## src/rtl/tdc_edge_gen.sv

```systemverilog
// -----------------------------------------------------------------------------
// tdc_edge_gen
//
// Purpose:
//   Transmit-side stimulus for the TDC path. Emits bursts of start/stop edge
//   pairs whose rising edges are separated by an exact number of clock cycles.
//   start_o/stop_o feed the 2-bit start/stop input of the TDC tile
//   (bit0 = start, bit1 = stop), so the TDC can be characterised on-chip
//   against known intervals.
//
// Ports:
//   clk         in   single clock, rising edge
//   rst         in   synchronous active-high reset
//   go          in   start a burst (sampled in IDLE only)
//   abort       in   terminate a burst immediately (RUN/DONE)
//   cfg_delay   in   D: start-rise to stop-rise distance in cycles
//   cfg_width   in   W: pulse high time; 0 behaves as 1
//   cfg_period  in   P: idle cycles appended after each pair
//   cfg_count   in   N: pairs per burst; 0 means none
//   start_o     out  start edge to the TDC (direct flop output)
//   stop_o      out  stop edge to the TDC (direct flop output)
//   busy        out  high while in RUN
//   done        out  one-cycle pulse on burst completion
//   pair_idx    out  index of the current or last pair
//
// Build option:
//   TDC_EDGE_GEN_SWEEP_EN - when defined, the latched delay increments by one
//   (saturating) at every pair boundary, so one burst sweeps the TDC
//   transfer curve. When undefined no sweep logic exists.
// -----------------------------------------------------------------------------
module tdc_edge_gen #(
  parameter int DELAY_W  = 8,
  parameter int CNT_W    = 8,
  parameter int WIDTH_W  = 4,
  parameter int PERIOD_W = 8
) (
  input  logic                clk,
  input  logic                rst,
  input  logic                go,
  input  logic                abort,
  input  logic [DELAY_W-1:0]  cfg_delay,
  input  logic [WIDTH_W-1:0]  cfg_width,
  input  logic [PERIOD_W-1:0] cfg_period,
  input  logic [CNT_W-1:0]    cfg_count,
  output logic                start_o,
  output logic                stop_o,
  output logic                busy,
  output logic                done,
  output logic [CNT_W-1:0]    pair_idx
);

  // Phase counter must hold D+We+P-1 without wrapping: two guard bits over
  // the widest of the three fields are enough for the sum of all three.
  localparam int MAX_DW = (DELAY_W > WIDTH_W) ? DELAY_W : WIDTH_W;
  localparam int MAX_W  = (MAX_DW > PERIOD_W) ? MAX_DW : PERIOD_W;
  localparam int T_W    = MAX_W + 2;

  localparam logic [1:0] S_IDLE = 2'd0;
  localparam logic [1:0] S_RUN  = 2'd1;
  localparam logic [1:0] S_DONE = 2'd2;

  // ---------------------------------------------------------------------------
  // State
  // ---------------------------------------------------------------------------
  logic [1:0]          state_reg,    state_next;
  logic [T_W-1:0]      t_reg,        t_next;
  logic [DELAY_W-1:0]  d_reg,        d_next;
  logic [WIDTH_W-1:0]  we_reg,       we_next;
  logic [PERIOD_W-1:0] p_reg,        p_next;
  logic [CNT_W-1:0]    n_reg,        n_next;
  logic [CNT_W-1:0]    pair_idx_reg, pair_idx_next;
  logic                start_reg,    start_next;
  logic                stop_reg,     stop_next;
  logic                busy_reg,     busy_next;
  logic                done_reg,     done_next;

  // Last phase of the current pair (We >= 1, so this never underflows).
  logic [T_W-1:0] last_t;
  assign last_t = T_W'(d_reg) + T_W'(we_reg) + T_W'(p_reg) - T_W'(1);

  // Pulse levels for phase t of a pair: {stop, start}.
  function automatic logic [1:0] pulse_at(input logic [T_W-1:0] t,
                                          input logic [T_W-1:0] d,
                                          input logic [T_W-1:0] we);
    logic s_start;
    logic s_stop;
    s_start = (t < we);
    s_stop  = (t >= d) && (t < d + we);
    return {s_stop, s_start};
  endfunction

  // ---------------------------------------------------------------------------
  // Next-state logic
  // ---------------------------------------------------------------------------
  always_comb begin
    state_next    = state_reg;
    t_next        = t_reg;
    d_next        = d_reg;
    we_next       = we_reg;
    p_next        = p_reg;
    n_next        = n_reg;
    pair_idx_next = pair_idx_reg;

    case (state_reg)
      S_IDLE: begin
        // abort has priority over go in IDLE
        if (go && !abort) begin
          d_next        = cfg_delay;
          we_next       = (cfg_width == '0) ? WIDTH_W'(1) : cfg_width;
          p_next        = cfg_period;
          n_next        = cfg_count;
          pair_idx_next = '0;
          t_next        = '0;
          state_next    = (cfg_count == '0) ? S_DONE : S_RUN;
        end
      end

      S_RUN: begin
        if (abort) begin
          state_next = S_IDLE;
          t_next     = '0;
        end else if (t_reg == last_t) begin
          t_next = '0;
          if (pair_idx_reg == n_reg - CNT_W'(1)) begin
            state_next = S_DONE;
          end else begin
            pair_idx_next = pair_idx_reg + CNT_W'(1);
`ifdef TDC_EDGE_GEN_SWEEP_EN
            // Next pair uses one more cycle of delay, saturating at full scale.
            d_next = (d_reg == '1) ? d_reg : d_reg + DELAY_W'(1);
`else
            d_next = d_reg;
`endif
          end
        end else begin
          t_next = t_reg + T_W'(1);
        end
      end

      S_DONE: begin
        // Always a single cycle; go is not sampled here, abort lands in
        // IDLE just the same.
        state_next = S_IDLE;
        t_next     = '0;
      end

      default: begin
        state_next = S_IDLE;
        t_next     = '0;
      end
    endcase
  end

  // Output levels are computed from the next state/phase so the flops
  // themselves carry start_o/stop_o with no gating after the register.
  always_comb begin
    logic [1:0] lv;
    lv = pulse_at(t_next, T_W'(d_next), T_W'(we_next));
    start_next = 1'b0;
    stop_next  = 1'b0;
    if (state_next == S_RUN) begin
      start_next = lv[0];
      stop_next  = lv[1];
    end
    busy_next = (state_next == S_RUN);
    done_next = (state_next == S_DONE);
  end

  // ---------------------------------------------------------------------------
  // Registers
  // ---------------------------------------------------------------------------
  always_ff @(posedge clk) begin
    if (rst) begin
      state_reg    <= S_IDLE;
      t_reg        <= '0;
      d_reg        <= '0;
      we_reg       <= '0;
      p_reg        <= '0;
      n_reg        <= '0;
      pair_idx_reg <= '0;
      start_reg    <= 1'b0;
      stop_reg     <= 1'b0;
      busy_reg     <= 1'b0;
      done_reg     <= 1'b0;
    end else begin
      state_reg    <= state_next;
      t_reg        <= t_next;
      d_reg        <= d_next;
      we_reg       <= we_next;
      p_reg        <= p_next;
      n_reg        <= n_next;
      pair_idx_reg <= pair_idx_next;
      start_reg    <= start_next;
      stop_reg     <= stop_next;
      busy_reg     <= busy_next;
      done_reg     <= done_next;
    end
  end

  assign start_o  = start_reg;
  assign stop_o   = stop_reg;
  assign busy     = busy_reg;
  assign done     = done_reg;
  assign pair_idx = pair_idx_reg;

endmodule

```

## config.mk

```make
export PLATFORM = sky130hd
export DESIGN_NAME = tdc_edge_gen
export DESIGN_NICKNAME = d
export VERILOG_FILES = /design/src/rtl/tdc_edge_gen.sv
export SDC_FILE = /design/constraint.sdc
export NUM_CORES = 1
export LEC_CHECK = 0
export CORE_ASPECT_RATIO = 0.75
export CORE_MARGIN = 8
export CORE_UTILIZATION = 51
export DETAILED_ROUTE_END_ITERATION = 16
export MAX_ROUTING_LAYER = met4
export PLACE_DENSITY = 0.85
export SYNTH_ARGS = -nofsm -noshare
export SYNTH_HDL_FRONTEND = slang
export SYNTH_SLANG_ARGS = --single-unit
```

## constraint.sdc

```tcl
create_clock -name clk -period 4.05 [get_ports clk]
set_input_delay 0.81 -clock clk [delete_from_list [all_inputs] [get_ports clk]]
set_output_delay 0.81 -clock clk [all_outputs]
set_load 0.05 [all_outputs]
```

Yosys cells after proc, flatten, opt, wreduce, memory -nomap -nowiden. Index checks and enable logic that the tools add are counted.

Bits in registers: 52. Bits in latches: 0. Bits in writable memories: 0. ROM bits: 0. Bits of input ports: 32. Output and inout port bits: 12. Logic and storage cells: 61. Memories: 0.

Add/subtract/negate cells: 7. Multipliers: 0. Div/mod/pow operators: 0. Order comparisons: 3. Equal/unequal tests: 9. Shifts and indexed selects: 0. Muxes and demuxes: 20. Bitwise logic cells: 1. Reductions and logical operators: 10.

Operators with widths (number): $mux 8 (6); $mux 10 (3); $pmux 10 s2 (1); $add 8x4->9 (2); $pmux 8 s2 (1); $mux 4 (3); $add 10x1->10 const B (1); $add 9x8->10 (1); $eq 10x10->1 (1); $ge 10x8->1 (1); $lt 10x4->1 (1); $lt 10x9->1 (1); $mux 2 (5); $sub 10x1->10 const B (1); $add 8x1->8 const B (1); $eq 8x8->1 (1); $logic_not 8->1 (1); $ne 2x2->1 const B (4); $sub 8x1->8 const B (1); $reduce_and 5->1 (1); $eq 2x1->1 const B (2); $logic_not 4->1 (1); $pmux 2 s2 (1); $eq 2x2->1 const B (1); other kinds (7) (8).

Longest topological paths before layout.
Word-level depth: 10. Depth in mapped cells: 22. Gate-level depth less buffers: 22.

Worst setup path after synthesis. Ideal clock, no wire load.

Path type: reg-to-reg. Start point: reg d_reg[1]. End point: reg stop_reg, in the netlist stop_o. Setup time: 0.091 ns. Arrival: 4.224 ns. Required time: 3.959 ns. Path slack: -0.265 ns. Stages on the path, launching flop included: 21. Path buffers: 0. Period minus slack after synthesis: 4.315 ns. Path through: dfxtp_1 > inv_1 > ha_1 > fa_1 > inv_1 > ha_1 > inv_1 > fa_1 > xnor2_1 > nor4_2 > nand3_2 > o31ai_4 > o21ai_0 > ha_1 > a21o_1 > a21o_1 > a21oi_1 > nand2_1 > nand4_1 > a31oi_1 > nor4bb_1.

Elaborated cells between the ends (all ways): 19. Those cells by class: add/sub: 4; order compare: 2; eq/ne: 2; mux: 8; bitwise: 1; reduce/logical: 2.

RTL lines: from (decl) (RTL line 67) `logic [DELAY_W-1:0] d_reg, d_next;`; from (signal assigned) (RTL line 188) `d_reg <= d_next;`; $add 8x4->9 * (RTL line 79) `assign last_t = T_W'(d_reg) + T_W'(we_reg) + T_W'(p_reg) - T_W'(1);`; $add 9x8->10 * (RTL line 79); $sub 10x1->10 * (RTL line 79); $eq 10x10->1 * (RTL line 122) `end else if (t_reg == last_t) begin`; $mux 10 * (RTL line 122); $mux 10 * (RTL line 119) `if (abort) begin`; $pmux 10 s2 * (RTL line 104) `case (state_reg)`; named net t_next[3] (RTL line 66) `logic [T_W-1:0] t_reg, t_next;`; $ge 10x8->1 or $lt 10x9->1 (tied branches) (RTL line 88) `s_stop = (t >= d) && (t < d + we);`; $logic_and 1x1->1 * (RTL line 88); to (signal assigned) (RTL line 194) `stop_reg <= stop_next;`; to (decl) (RTL line 73) `logic stop_reg, stop_next;`.

Mark *: on every way through the listed nets, which the timed path passes. The rest lies on a longest branch. A chain may end at the register's enable or synchronous reset.

Worst setup path after layout.
Start point: reg we_reg[1]. End point: reg stop_reg, in the netlist stop_o.

Cells in the longest elaborated chain, start to end: 10. Elaborated cells between the ends (all ways): 19. Those cells by class: add/sub: 4; order compare: 2; eq/ne: 2; mux: 8; bitwise: 1; reduce/logical: 2.

Ends and longest elaborated chain: from (decl) (RTL line 68) `logic [WIDTH_W-1:0] we_reg, we_next;`; from (signal assigned) (RTL line 189) `we_reg <= we_next;`; branches (longest 10 deep; another with $add 9x8->10).

Several ways; the timed one is not identified.

==> flow_summary.yaml <==
run_status:
  outcome: "finished with violations"
  violations: "negative setup slack"
power:
  power.density_nw_per_um2: 297.2
  cellLeakagePower_nw: 2.189
  vdd_drop_max_v: 0.0001642
place:
  place_ws_ns: -0.4917
  dp_hpwl_mm: 8.753
  portBuffers: 43
  gp_congestion: 0.8948
  placed_area_um2: 4730
critical_path:
  crit_family: "adder cells"
  worst-endpoint-required_ns: 4.26
  cpPeakStageDelay_ns: 0.42
  slowest_stage: "fa_1"
  reg2reg_from: "we_reg[1]"
  critical_path_buf_inv_count: 5
  start_kind: "register"
  r2r-end: "stop_o"
  path_cells: "inv_2 -> ha_4 -> fa_1 -> inv_1 -> ha_2 -> inv_2 -> fa_2 -> buf_6 -> xnor2_4 -> nor4_4 -> nand3_2 -> buf_6 -> o311ai_4 -> and2_4 -> ha_1 -> nand2b_1 -> a21o_1 -> a21oi_2 -> o21ai_1 -> nand3_1 -> nand2_1 -> a211oi_2 -> nor4bb_1"
  crit_type: "register to register"
  r2r_slack_ns: -0.39
  critPathLaunch: "we_reg[1]"
  arrival_ns: 4.65
  crit_fanout: 2
  endpoint_kind: "register"
  r2r_cells: 23
detailed_routing:
  drt_iter0_drc: 243
  drcViolationCount: 0
  drt_pass1_iterations: 4
  vias: 3838
  ant_nets: 0
  routedWlPerCell_um: 17.30
  viasPerCell: 5.652
  wirelength_mm: 11.74
worst_hold_path:
  hold_path_class: "register to register"
  worstHoldEndpoint: "p_reg[5]"
  hold_path_depth: 2
  hp-start: "p_reg[5]"
die:
  initial_core_util_pct: 52.38
  die_area_um2: 10590
  die_width_um: 116.2
  fp-row-count: 27
  die_y_um: 91.15
  io_pins: 44
  coreArea_um2: 7331
final_layout:
  final_common_cell: "nand2_1"
  drive_above_1_share_pct: 19.72
  layout_common_cells: "54 x nand2_1, 50 x buf_4, 49 x dfxtp_1, 47 x inv_1"
  synthToLayoutAreaGrowth_pct: 34.54
  layout.nets: 661
  largest_register_ffs: 10
  num_antenna_cells: 0
  fin_area_um2: 5166
timing:
  layout_min_cycle_time_ns: 4.440
  fin_hold_ws_ns: 0.4744
  report.final.slew_viol_count: 0
  maxSlewHeadroom_pct: 55.40
  worst_slew_pin_slew_ns: 0.6629
  fmax_mhz: 225.2
  worst_slack_ns: -0.3905
  setup_viol: 2
  finalClockSkew_ns: 0.009750
  grt_setup_unrepaired: "true"
  hold_viol: 0
  period_share_pct: 109.6
cts:
  numCtsBuffers: 5
  cts_hold_buf: 0
  clk_path_buf_depth: 2
  h-tree-depth: 2
  clk_latency_ns: 0.32
  cts_tree: "done"
  cts.sinks: 52
  clkTransAtPathRegs_ns: 0.10
  cts_root_buffer: "clkbuf_8"
job:
  maxCapViolCount: 0
global_route:
  grt_pass1_vias: 3980
  grt_start_max_net_pins: 37
  grt-ovfl-total: 0
  grt_pass1_wl_mm: 18.60
  antenna_found_initial: 0
  grt_usage_pct: 22.51
synthesis:
  syn-num-nets: 570
  synth_edf_count: 0
  synthCells: 486
  synth_area_um2: 3840
  synth_ff_type: "dfxtp_1"
  synth-async-reset-ratio_pct: 0
  synth_top_area_share_pct: 27.11
  synth_cell_types: 53
  synth_area_leaders: "dfxtp_1 27%, ha_1 15%, a21oi_1 5.9%, nand2_1 5.3%, inv_1 5.1%"
  seq_area_frac_synth_pct: 27.11
  syn_avg_cell_area_um2: 7.901
  ys_ff_latch: 52
  synth_top_area_cell: "dfxtp_1"
  synth_warnings: 0
-- kinds of logic after synthesis --
group                      share of synthesized area, %
xor gates and xnor gates                          7.527
DFF                                               27.11
and+or+nand+nor                                   22.39
muxes                                             1.303
AOI/OAI and AO/OA                                 17.27
buffers and inverters                             6.484
adders and majority gates                         17.92
-- synthesized netlist by cell type (4+ instances only) --
library cell	instances
xnor2_1	21
nor2_1	43
mux2i_1	5
o21ai_0	12
and3_1	6
inv_1	52
fa_1	5
a21o_1	10
nand2_1	54
a211oi_1	5
ha_1	47
nand3_1	11
nand2b_1	6
a21oi_1	45
clkbuf_1	11
o211ai_1	4
or3_1	8
dfxtp_1	52
nor3_1	12
xor2_1	12
nor2b_1	12
-- where the power goes --
part	internal, mW	switching, mW	leakage (nW)
registers	0.527	0.0124	0.424
logic	0.287	0.317	1.70
clock network	0.202	0.189	0.0614
-- worst reg2reg max path: stages (launching register included) --
cell	delay (ns)
dfxtp_2	0.34
inv_2	0.05
ha_4	0.23
fa_1	0.42
inv_1	0.07
ha_2	0.18
inv_2	0.04
fa_2	0.42
buf_6	0.16
xnor2_4	0.14
nor4_4	0.22
nand3_2	0.15
buf_6	0.16
o311ai_4	0.32
and2_4	0.21
ha_1	0.22
nand2b_1	0.16
a21o_1	0.19
a21oi_2	0.14
o21ai_1	0.08
nand3_1	0.08
nand2_1	0.07
a211oi_2	0.19
nor4bb_1	0.08
-- layout make-up --
| cell class | count | area [um2] |
|---|---|---|
| timing repair buffer | 98 | 862.1 |
| multi-input combinational | 368 | 2816 |
| tap | 101 | 126.4 |
| sequential | 52 | 1045 |
| fill | 532 | 2165 |
| inverter | 52 | 195.2 |
| clock buffer | 6 | 82.58 |
| clock inverter | 2 | 38.79 |
-- metrics by stage --
stage | util, % | power (mW) | std cells | TNS [ns]
after CTS | 68.41 | 1.453 | 678 | -0.4824
final | 70.47 | 1.535 | 679 | -0.7580
after floorplan | - | 0.8482 | 486 | -0.1313
after global routing | 70.47 | 1.604 | 679 | -2.081
after detailed placement | 64.52 | 1.027 | 664 | -0.7487
after global placement | 64.52 | 1.003 | 664 | -0.5191
-- repair_timing --
item,4_1_cts,5_1_grt
gates resized for setup,26,24
hold endpoints to repair,0,0
setup buffers,6,1
cloned,0,0
pin swaps,23,26
endpoints found under the setup margin,2,10
-- metal layers --
metal | track usage (%) | share of wire (%) | up-vias
met1 | 27.84 | 44 | 1825
met2 | 36.65 | 47 | 132
met4 | 7.535 | 2.1 | 0
li1 | - | - | 1856
met5 | - | 0 | -
met3 | 3.241 | 6.6 | 25
-- worst max path at each step --
stage,to,depth (start not counted),slack [ns]
6_report,stop_o,23,-0.39
5_1_grt,stop_o,23,-0.59
4_1_cts,stop_o,23,-0.30
3_5_place_dp,stop_o,22,-0.49
3_3_place_gp,stop_o,18,-0.32
2_1_floorplan,stop_o,22,-0.13
Note: power is estimated with default switching activity, not from simulation.
